**config.mk**
```make
export PLATFORM = sky130hd
export DESIGN_NAME = fg_config_sequencer
export DESIGN_NICKNAME = d
export VERILOG_FILES = /design/src/rtl/fg_config_sequencer.sv
export SDC_FILE = /design/constraint.sdc
export NUM_CORES = 1
export LEC_CHECK = 0
export CAP_MARGIN = 5
export CORE_ASPECT_RATIO = 1.2
export CORE_MARGIN = 5
export CORE_UTILIZATION = 55
export DETAILED_ROUTE_END_ITERATION = 7
export PLACE_DENSITY = 0.8
export SLEW_MARGIN = 20
export SYNTH_ARGS = -nofsm -noshare
export SYNTH_HDL_FRONTEND = slang
export SYNTH_SLANG_ARGS = --single-unit
```
**constraint.sdc**
```tcl
create_clock -name clk_i -period 3.08 [get_ports clk_i]
set_input_delay 0.616 -clock clk_i [delete_from_list [all_inputs] [get_ports clk_i]]
set_output_delay 0.616 -clock clk_i [all_outputs]
set_load 0.03 [all_outputs]
```
**src/rtl/fg_config_sequencer.sv**
```systemverilog
// fg_config_sequencer
// Collects a byte-wide write stream into a shadow configuration word and commits
// it to the function generator's config bus only at a safe point: a sync pulse
// from the generator, an immediate request, or any time the generator is
// stopped. It also drives the generator's enable line.
//
// Optional feature macro: FG_CFG_RESTART_EN
//   defined   : enable_o drops low for the commit cycle whenever a commit
//               happens with run_i high, restarting the generator on the new word
//   undefined : enable_o is simply run_i delayed by one cycle
//
// Ports
//   clk_i        in   clock, rising edge
//   rstn_i       in   async active-low reset
//   start_i      in   begin a new frame (byte index back to 0)
//   wr_strb_i    in   byte valid, one byte per high cycle
//   wr_data_i    in   byte data, MSB byte of the word first
//   sync_i       in   commit-point pulse from the generator
//   immediate_i  in   commit the armed word without waiting for sync_i
//   run_i        in   host run request
//   err_clr_i    in   clears err_o
//   enable_o     out  generator enable
//   CR_bus_o     out  active configuration word
//   busy_o       out  FSM not in IDLE
//   ack_o        out  one-cycle pulse with each commit
//   err_o        out  sticky frame error
//
// state | meaning
// IDLE  | waiting for start_i; stray bytes flag an error
// LOAD  | storing bytes into the shadow word; idle timer running
// ARMED | full word held; waiting for a safe commit point
module fg_config_sequencer #(
  parameter int                             CONFIG_REG_BITWIDTH = 64,
  parameter int                             TIMEOUT_CYCLES      = 1023,
  parameter logic [CONFIG_REG_BITWIDTH-1:0] CR_RESET            = '0
) (
  input  logic                           clk_i,
  input  logic                           rstn_i,
  input  logic                           start_i,
  input  logic                           wr_strb_i,
  input  logic [7:0]                     wr_data_i,
  input  logic                           sync_i,
  input  logic                           immediate_i,
  input  logic                           run_i,
  input  logic                           err_clr_i,
  output logic                           enable_o,
  output logic [CONFIG_REG_BITWIDTH-1:0] CR_bus_o,
  output logic                           busy_o,
  output logic                           ack_o,
  output logic                           err_o
);

  localparam int NBYTES = CONFIG_REG_BITWIDTH / 8;
  localparam int IDX_W  = (NBYTES > 1) ? $clog2(NBYTES) : 1;
  localparam logic [IDX_W-1:0] LAST_IDX = IDX_W'(NBYTES - 1);
  localparam logic [15:0]      TO_LOAD  = 16'(TIMEOUT_CYCLES);

  typedef enum logic [1:0] {
    IDLE  = 2'd0,
    LOAD  = 2'd1,
    ARMED = 2'd2
  } state_t;

  state_t state, state_next;

  logic [IDX_W-1:0]               idx;
  logic [IDX_W-1:0]               store_idx;
  logic [15:0]                    idle_cnt;
  logic [CONFIG_REG_BITWIDTH-1:0] shadow;
  logic                           store;
  logic                           commit;
  logic                           err_set;
  logic                           restart;

  always_ff @(posedge clk_i or negedge rstn_i) begin
    if (!rstn_i) state <= IDLE;
    else         state <= state_next;
  end

  always_comb begin
    state_next = state;
    store      = 1'b0;
    store_idx  = idx;
    commit     = 1'b0;
    err_set    = 1'b0;
    restart    = 1'b0;
    case (state)
      IDLE: begin
        if (start_i) begin
          state_next = LOAD;
          restart    = 1'b1;
          store      = wr_strb_i;
          store_idx  = '0;
        end else if (wr_strb_i) begin
          err_set = 1'b1;
        end
      end
      LOAD: begin
        if (start_i) begin
          restart   = 1'b1;
          store     = wr_strb_i;
          store_idx = '0;
        end else if (wr_strb_i) begin
          store = 1'b1;
        end else if (idle_cnt <= 16'd1) begin
          // idle timer hit terminal count: abandon the frame
          state_next = IDLE;
          err_set    = 1'b1;
        end
      end
      ARMED: begin
        if (start_i) begin
          // a new frame drops the pending commit
          state_next = LOAD;
          restart    = 1'b1;
          err_set    = 1'b1;
          store      = wr_strb_i;
          store_idx  = '0;
        end else begin
          if (wr_strb_i) err_set = 1'b1;
          if (sync_i || immediate_i || !enable_o) begin
            commit     = 1'b1;
            state_next = IDLE;
          end
        end
      end
      default: state_next = IDLE;
    endcase
    if (store && store_idx == LAST_IDX) state_next = ARMED;
  end

  always_ff @(posedge clk_i or negedge rstn_i) begin
    if (!rstn_i) begin
      idx      <= '0;
      idle_cnt <= '0;
      shadow   <= '0;
      CR_bus_o <= CR_RESET;
      ack_o    <= 1'b0;
      err_o    <= 1'b0;
      enable_o <= 1'b0;
    end else begin
      if (store)
        idx <= (store_idx == LAST_IDX) ? '0 : store_idx + 1'b1;
      else if (restart || state_next == IDLE)
        idx <= '0;

      if (store || restart)
        idle_cnt <= TO_LOAD;
      else if (state == LOAD && idle_cnt != 16'd0)
        idle_cnt <= idle_cnt - 16'd1;

      for (int b = 0; b < NBYTES; b++) begin
        if (store && store_idx == IDX_W'(b))
          shadow[CONFIG_REG_BITWIDTH-1-8*b -: 8] <= wr_data_i;
      end

      if (commit) CR_bus_o <= shadow;
      ack_o <= commit;

      // a new error beats a simultaneous clear
      if (err_set)        err_o <= 1'b1;
      else if (err_clr_i) err_o <= 1'b0;

`ifdef FG_CFG_RESTART_EN
      enable_o <= run_i & ~commit;
`else
      enable_o <= run_i;
`endif
    end
  end

  assign busy_o = (state != IDLE);

endmodule

```
==> results of run 1 <==
metal layers:
metal	routed length (um)	share of wire, %	track usage, %	up-vias
li1	-	-	-	1770
met1	5810	42	28.3	2006
met4	317	2.3	8.25	0
met3	691	5.0	6.35	23
met5	0	0	0	-
met2	6920	50	34.4	81
power by group through the flow:
stage / clock (uW) / combinational, uW / sequential (uW)
after CTS: 2010 / 282 / 2210
after global routing: 2100 / 308 / 2230
final: 1980 / 275 / 2210
after detailed placement: 0 / 278 / 2240
after floorplan: 0 / 165 / 2220
after global placement: 0 / 262 / 2230
critical path: stages:
cell and delay (ns):
clkdlybuf4s50_1 0.48, a21bo_2 0.25, nand2_1 0.14, inv_1 0.10, ha_1 0.24, ha_1 0.21
nand3_1 0.37, mux2_2 0.40
sequential cells by signal, indices dropped and copies added (netlist names):
signal and flops:
CR_bus_o 64, ack_o 1, enable_o 1, err_o 1, idle_cnt 16, idx 3
shadow 64, state 2
path summary, 6_finish.rpt:
kind | end | slack, ns | cells past startpoint
setup reg to reg | shadow[35] | 0.77 | 7
hold reg to reg | CR_bus_o[21] | 0.50 | 1
min in group clk_i | CR_bus_o[21] | 0.50 | 1
hold / removal | idle_cnt[4] | 0.19 | 1
max in group asynchronous | enable_o | 2.08 | 2
setup / recovery | shadow[35] | 0.57 | 8
layout make-up:
class	count	area (um2)
clock buffers	19	433
clock inverters	12	130
fillers	746	3240
inverters	8	30.0
multi-input cells	265	2370
flip-flops and latches	152	3800
well taps	154	193
repair buffers	87	887
kinds of logic (layout without fill, tap and decap cells):
family                     count (synthesis)  after routing
buffers and inverters                     26            126
AOI/OAI and AO/OA                         34             34
adders and majority gates                  9              9
and+or+nand+nor                           84             84
DFF                                      152            152
muxes                                    138            138
cell usage after synthesis:
library cell    n  area (um2)
or4_1          10        75.1
o31a_1          1        8.76
a22oi_1         1        7.51
a21o_1          1        7.51
buf_2           2        10.0
clkbuf_1       16        60.1
mux2i_1        10         100
ha_1            9         113
or2_2           4        25.0
or3b_2          2        17.5
inv_1           8        30.0
o21a_1          1        7.51
o221ai_1        1        8.76
a21bo_2         1        10.0
a32o_1          1        10.0
or3_1           5        31.3
nor2b_1         2        12.5
and3_1          1        6.26
a31o_2          1        8.76
and2_1          8        50.1
and4_1          1        8.76
nor3_1          1        5.00
o31ai_1         5        37.5
a21oi_1        10        50.1
nand2_1        18        67.6
nor4_1          2        12.5
o21ai_0         1        5.00
nand3_1         3        15.0
o211a_1         2        20.0
or4_4           1        11.3
mux2_2        128        1440
nor2_1         17        63.8
or3b_1          1        8.76
a2111oi_0       1        8.76
nand4_1         3        18.8
dfrtp_1       152        3800
nand2b_1        4        25.0
a211oi_1        1        7.51
and4b_1         1        10.0
o211ai_1        3        22.5
o2111ai_1       3        26.3
metrics by stage:
step                      instances  utilization (%)  hold slack, ns  setup WS (ns)
final                           697             70.7           0.187          0.571
after global routing            697             70.7           0.233          0.522
after CTS                       697             70.7           0.200          0.597
after detailed placement        666             65.7           0.488          0.220
after global placement          666             65.7           0.483          0.276
after floorplan                 443                -           0.320          0.651
cells in the final DEF, fill, tap and decap left out, types with 3 or more instances in the layout:
master / n
clkdlybuf4s50_1: 82
ha_1: 9
or3_1: 5
clkinv_4: 4
mux2_2: 128
clkinv_2: 4
inv_1: 8
o31ai_1: 5
mux2i_1: 10
o211ai_1: 3
nand2_1: 18
or4_1: 10
nor2_1: 17
nand3_1: 3
clkbuf_16: 17
and2_1: 8
nand4_1: 3
o2111ai_1: 3
a21oi_1: 10
nand2b_1: 3
or2_2: 4
dfrtp_1: 152
==> impl_metrics.json, run 1 <==
{
  "p_comb_share_pct": 6.2,
  "cp_max_fo": 8,
  "path_class": "in2reg",
  "fin_total_pwr_uw": 4470,
  "fmax_mhz": 399,
  "setup_viol": 0,
  "synth_top_family_by_area": "multiplexers",
  "r2r_start": "state[0]",
  "ant_nets": 0,
  "drt-pass1-iter-count": 5,
  "finalCritPeriodShare_pct": 81.5,
  "cts_setup_buffers": 0,
  "hpwl_um": 8980,
  "cts_root_buf": "clkbuf_16",
  "p_int_uw": 3460,
  "numCtsBuffers": 17,
  "syn_area_per_cell_um2": 14.2,
  "vias": 3880,
  "netlist_area_mm2": 0.00627,
  "tritoncts": "yes",
  "routed_wl_um": 13700,
  "p_sw_share_pct": 22.5,
  "io_buffer_count": 83,
  "clock_latency_ns": 0.42,
  "die_h_um": 127,
  "maxCapViolCount": 0,
  "die_area_mm2": 0.0136,
  "status": "finished, final reports clean",
  "ys_ff_latch": 152,
  "area_growth_pct": 25.1,
  "routedWlPerCell_um": 19.7,
  "yosys_warnings": 0,
  "finalSetupTns_ns": 0,
  "end_kind": "register",
  "p_switching_uw": 1000,
  "ctsLongestPathBuffers": 2,
  "gp_congestion": 0.878,
  "synthMuxAreaShare_pct": 24.6,
  "placed_area_mm2": 0.00728,
  "period_needed_ns": 2.51,
  "first_iter_violations": 190,
  "postLayoutCellArea_mm2": 0.00784,
  "tightest_slew_ns": 0.623,
  "synth_compound_gate_area_share_pct": 3.93,
  "synthAdderAreaFrac_pct": 1.80,
  "startpoint": "start_i",
  "power.leakage_uw": 0.00367,
  "hold_viol": 0,
  "grt_pass1_wl_um": 22500,
  "start_util_pct": 56.5,
  "layout-drive-gt1-share_pct": 31.7,
  "ioPinCount": 84,
  "seq_power_share_pct": 49.5,
  "max_slew_margin_pct": 58.5,
  "ys_seq_area_share_pct": 60.7,
  "coreArea_mm2": 0.0111,
  "rows": 42,
  "postCtsHoldBufs": 0,
  "antenna_found_initial": 0,
  "skew_ns": 0.0105,
  "n_antenna_cell": 0,
  "grt_overflow_total": 0,
  "grtUsageTotal_pct": 21.7,
  "viasPerCell": 5.57,
  "synth_xor_area_share_pct": 0,
  "grt_max_degree": 66,
  "rsz0062_at_grt": "no",
  "nets": 556,
  "synth_fp_nets": 468,
  "first_global_vias": 4222,
  "cts.sinks": 152,
  "slew_violations": 0,
  "synth-simple-area-share_pct": 7.41,
  "netlist_instances": 443,
  "clk_pin_slew_ns": 0.06,
  "route.detailed.drc": 0,
  "cp_data_required_time_ns": 3.38,
  "critPathLaunchType": "primary input",
  "cts-htree-levels": 4,
  "p_clk_share_pct": 44.3,
  "power_density_mw_per_mm2": 570,
  "cts.repair.resized": 0,
  "timing.hold.worst.class": "in2async",
  "die_x_um": 107,
  "peakVddDrop_uv": 424,
  "synth.distinct_cells": 41,
  "crit_arrival_ns": 2.81
}
Note: power is estimated with default switching activity, not from simulation.
==> run 2: changes to the inputs <==
==> constraint.sdc (replaced) <==
create_clock -name clk_i -period 2.39 [get_ports clk_i]
set_input_delay 0.478 -clock clk_i [delete_from_list [all_inputs] [get_ports clk_i]]
set_output_delay 0.478 -clock clk_i [all_outputs]
set_load 0.03 [all_outputs]
==> run 2 against run 1 <==
Effect of this change: count of clock-buffer cells in the layout is 1 lower; routed wire length is 0.52% lower; worst setup slack worse by 0.50 ns; first-iteration DRC count fell by 11%; sequential power increased by 29%; die area unchanged; clock power is 24% higher; core utilization grew 1.5 points; largest power group unchanged.
==> impl_metrics.json, run 2 (same netlist as run 1, synthesis figures left out) <==
{
  "status": "finished, final reports clean",
  "routedWlPerCell_um": 19.1,
  "critPathLaunchType": "register",
  "cp_data_required_time_ns": 2.72,
  "route.detailed.drc": 0,
  "crit_arrival_ns": 2.65,
  "die_h_um": 127,
  "coreArea_mm2": 0.0111,
  "grtUsageTotal_pct": 21.3,
  "ioPinCount": 84,
  "p_sw_share_pct": 24.2,
  "slowest_delay_ns": 0.63,
  "fin_hold_ws_ns": 0.0682,
  "layout_common_cells": "dfrtp_1, mux2_2, clkdlybuf4s50_1",
  "grt_max_degree": 69,
  "area_growth_pct": 27.7,
  "period_needed_ns": 2.32,
  "layout-drive-gt1-share_pct": 33.9,
  "die_x_um": 107,
  "power_density_mw_per_mm2": 711,
  "viasPerCell": 5.59,
  "clk_pin_slew_ns": 0.06,
  "io_buffer_count": 83,
  "end_kind": "register",
  "cts.repair.resized": 0,
  "dp.cells": 682,
  "cts-htree-levels": 4,
  "seq_power_share_pct": 50.1,
  "postCtsHoldBufs": 0,
  "peakVddDrop_uv": 450,
  "cts.sinks": 152,
  "n_antenna_cell": 0,
  "clock_latency_ns": 0.41,
  "timing.hold.worst.class": "in2async",
  "worstPathCellList": "or4_4 > or4_1 > or4_1 > a21oi_1",
  "grt_overflow_total": 0,
  "maxCapViolCount": 0,
  "antenna_found_initial": 0,
  "slew_violations": 0,
  "nets": 572,
  "critPathSlowestCell": "or4_1",
  "numCtsBuffers": 17,
  "fmax_mhz": 432,
  "hold_viol": 0,
  "cpMostUsedCell": "or4_1",
  "vias": 3991,
  "place_ws_ns": -0.176,
  "cp_max_fo": 8,
  "gp_congestion": 0.877,
  "start_util_pct": 56.5,
  "setup_viol": 0,
  "setup_ws_ns": 0.0743,
  "max_slew_margin_pct": 56.1,
  "grt_pass1_wl_um": 22400,
  "tightest_slew_ns": 0.641,
  "routed_wl_um": 13700,
  "first_global_vias": 4236,
  "fin_cells": 714,
  "rsz0062_at_grt": "no",
  "p_comb_share_pct": 6.6,
  "die_area_mm2": 0.0136,
  "power.leakage_uw": 0.00376,
  "drt-pass1-iter-count": 4,
  "ctsLongestPathBuffers": 2,
  "cts_setup_buffers": 0,
  "ant_nets": 0,
  "cts_root_buf": "clkbuf_16",
  "p_int_uw": 4310,
  "p_clk_share_pct": 43.3,
  "skew_ns": 0.00944,
  "rows": 42,
  "layout_commonest_cell": "dfrtp_1",
  "first_iter_violations": 170,
  "path_class": "reg2reg",
  "finalCritPeriodShare_pct": 96.9,
  "tritoncts": "yes",
  "hpwl_um": 9140,
  "top_regs": "CR_bus_o (64), shadow (64), idle_cnt (16)",
  "p_switching_uw": 1380
}
==> run 2: cell count changes in the layout (fill, tap and decap cells not counted), moves of 2 or more <==
cell	change
inv_6	+7
clkinv_4	-3
clkinv_2	-2
bufinv_16	-2
buf_4	+11
buf_12	+5
==> run 2: per-stage QoR <==
stage | util, % | setup TNS [ns] | area (um2) | total power, uW
6_report | 72.2 | 0 | 8010 | 5690
3_3_place_gp | 67.3 | -3.33 | 7460 | 3240
4_1_cts | 72.2 | 0 | 8010 | 5740
3_5_place_dp | 67.3 | -6.93 | 7460 | 3270
5_1_grt | 72.2 | 0 | 8010 | 5910
2_1_floorplan | - | 0 | 6270 | 3070
==> run 2: area by class of cell <==
| cell class | instances | area (um2) |
|---|---|---|
| Fill cell | 726 | 3080 |
| Multi-Input combinational cell | 265 | 2370 |
| Clock inverter | 14 | 114 |
| Inverter | 8 | 30.0 |
| Timing Repair Buffer | 103 | 1070 |
| Sequential cell | 152 | 3800 |
| Tap cell | 154 | 193 |
| Clock buffer | 18 | 429 |
==> run 2: power by group through the flow <==
stage | registers, uW | clock network [uW] | logic [uW]
final | 2850 | 2460 | 378
after global routing | 2870 | 2620 | 419
after CTS | 2850 | 2510 | 385
after detailed placement | 2890 | 0 | 380
after global placement | 2880 | 0 | 361
after floorplan | 2860 | 0 | 212
==> run 2: critical path, delay by kind of cell, from the launching register on <==
| family | cells | cell delay, ns |
|---|---|---|
| AND/OR/NAND/NOR | 3 | 1.66 |
| flip-flops | 1 | 0.42 |
| AO/OA/AOI/OAI | 1 | 0.15 |
==> run 2: worst paths after layout <==
kind / startpoint / end / slack [ns] / cells past startpoint
worst max-delay path: idle_cnt[5] / idle_cnt[11] / 0.07 / 4
worst min-delay path: rstn_i / idle_cnt[9] / 0.07 / 1
worst max register to register: idle_cnt[5] / idle_cnt[11] / 0.07 / 4
worst min register to register: shadow[23] / shadow[23] / 0.50 / 1
max in group asynchronous: rstn_i / shadow[25] / 1.65 / 2
min in group clk_i: shadow[23] / shadow[23] / 0.50 / 1
==> run 2: metal layers <==
metal  track usage, %  part of all wire, %  vias up
met5                0                    0        -
met4             6.84                  1.5        0
met3             5.84                  5.0       26
met2             34.1                   50       91
met1             28.3                   43     2067
li1                 -                    -     1807
==> run 3: changes to the inputs <==
--- a/config.mk
+++ b/config.mk
@@ -5,10 +5,11 @@
 export SDC_FILE = /design/constraint.sdc
 export NUM_CORES = 1
 export LEC_CHECK = 0
-export CAP_MARGIN = 5
+export CAP_MARGIN = 10
 export CORE_ASPECT_RATIO = 1.2
 export CORE_MARGIN = 5
 export CORE_UTILIZATION = 55
+export CTS_CLUSTER_SIZE = 25
 export DETAILED_ROUTE_END_ITERATION = 7
 export PLACE_DENSITY = 0.8
 export SLEW_MARGIN = 20
==> results of run 3 <==
The final DEF is identical to that of run 2; final timing and power are the same.
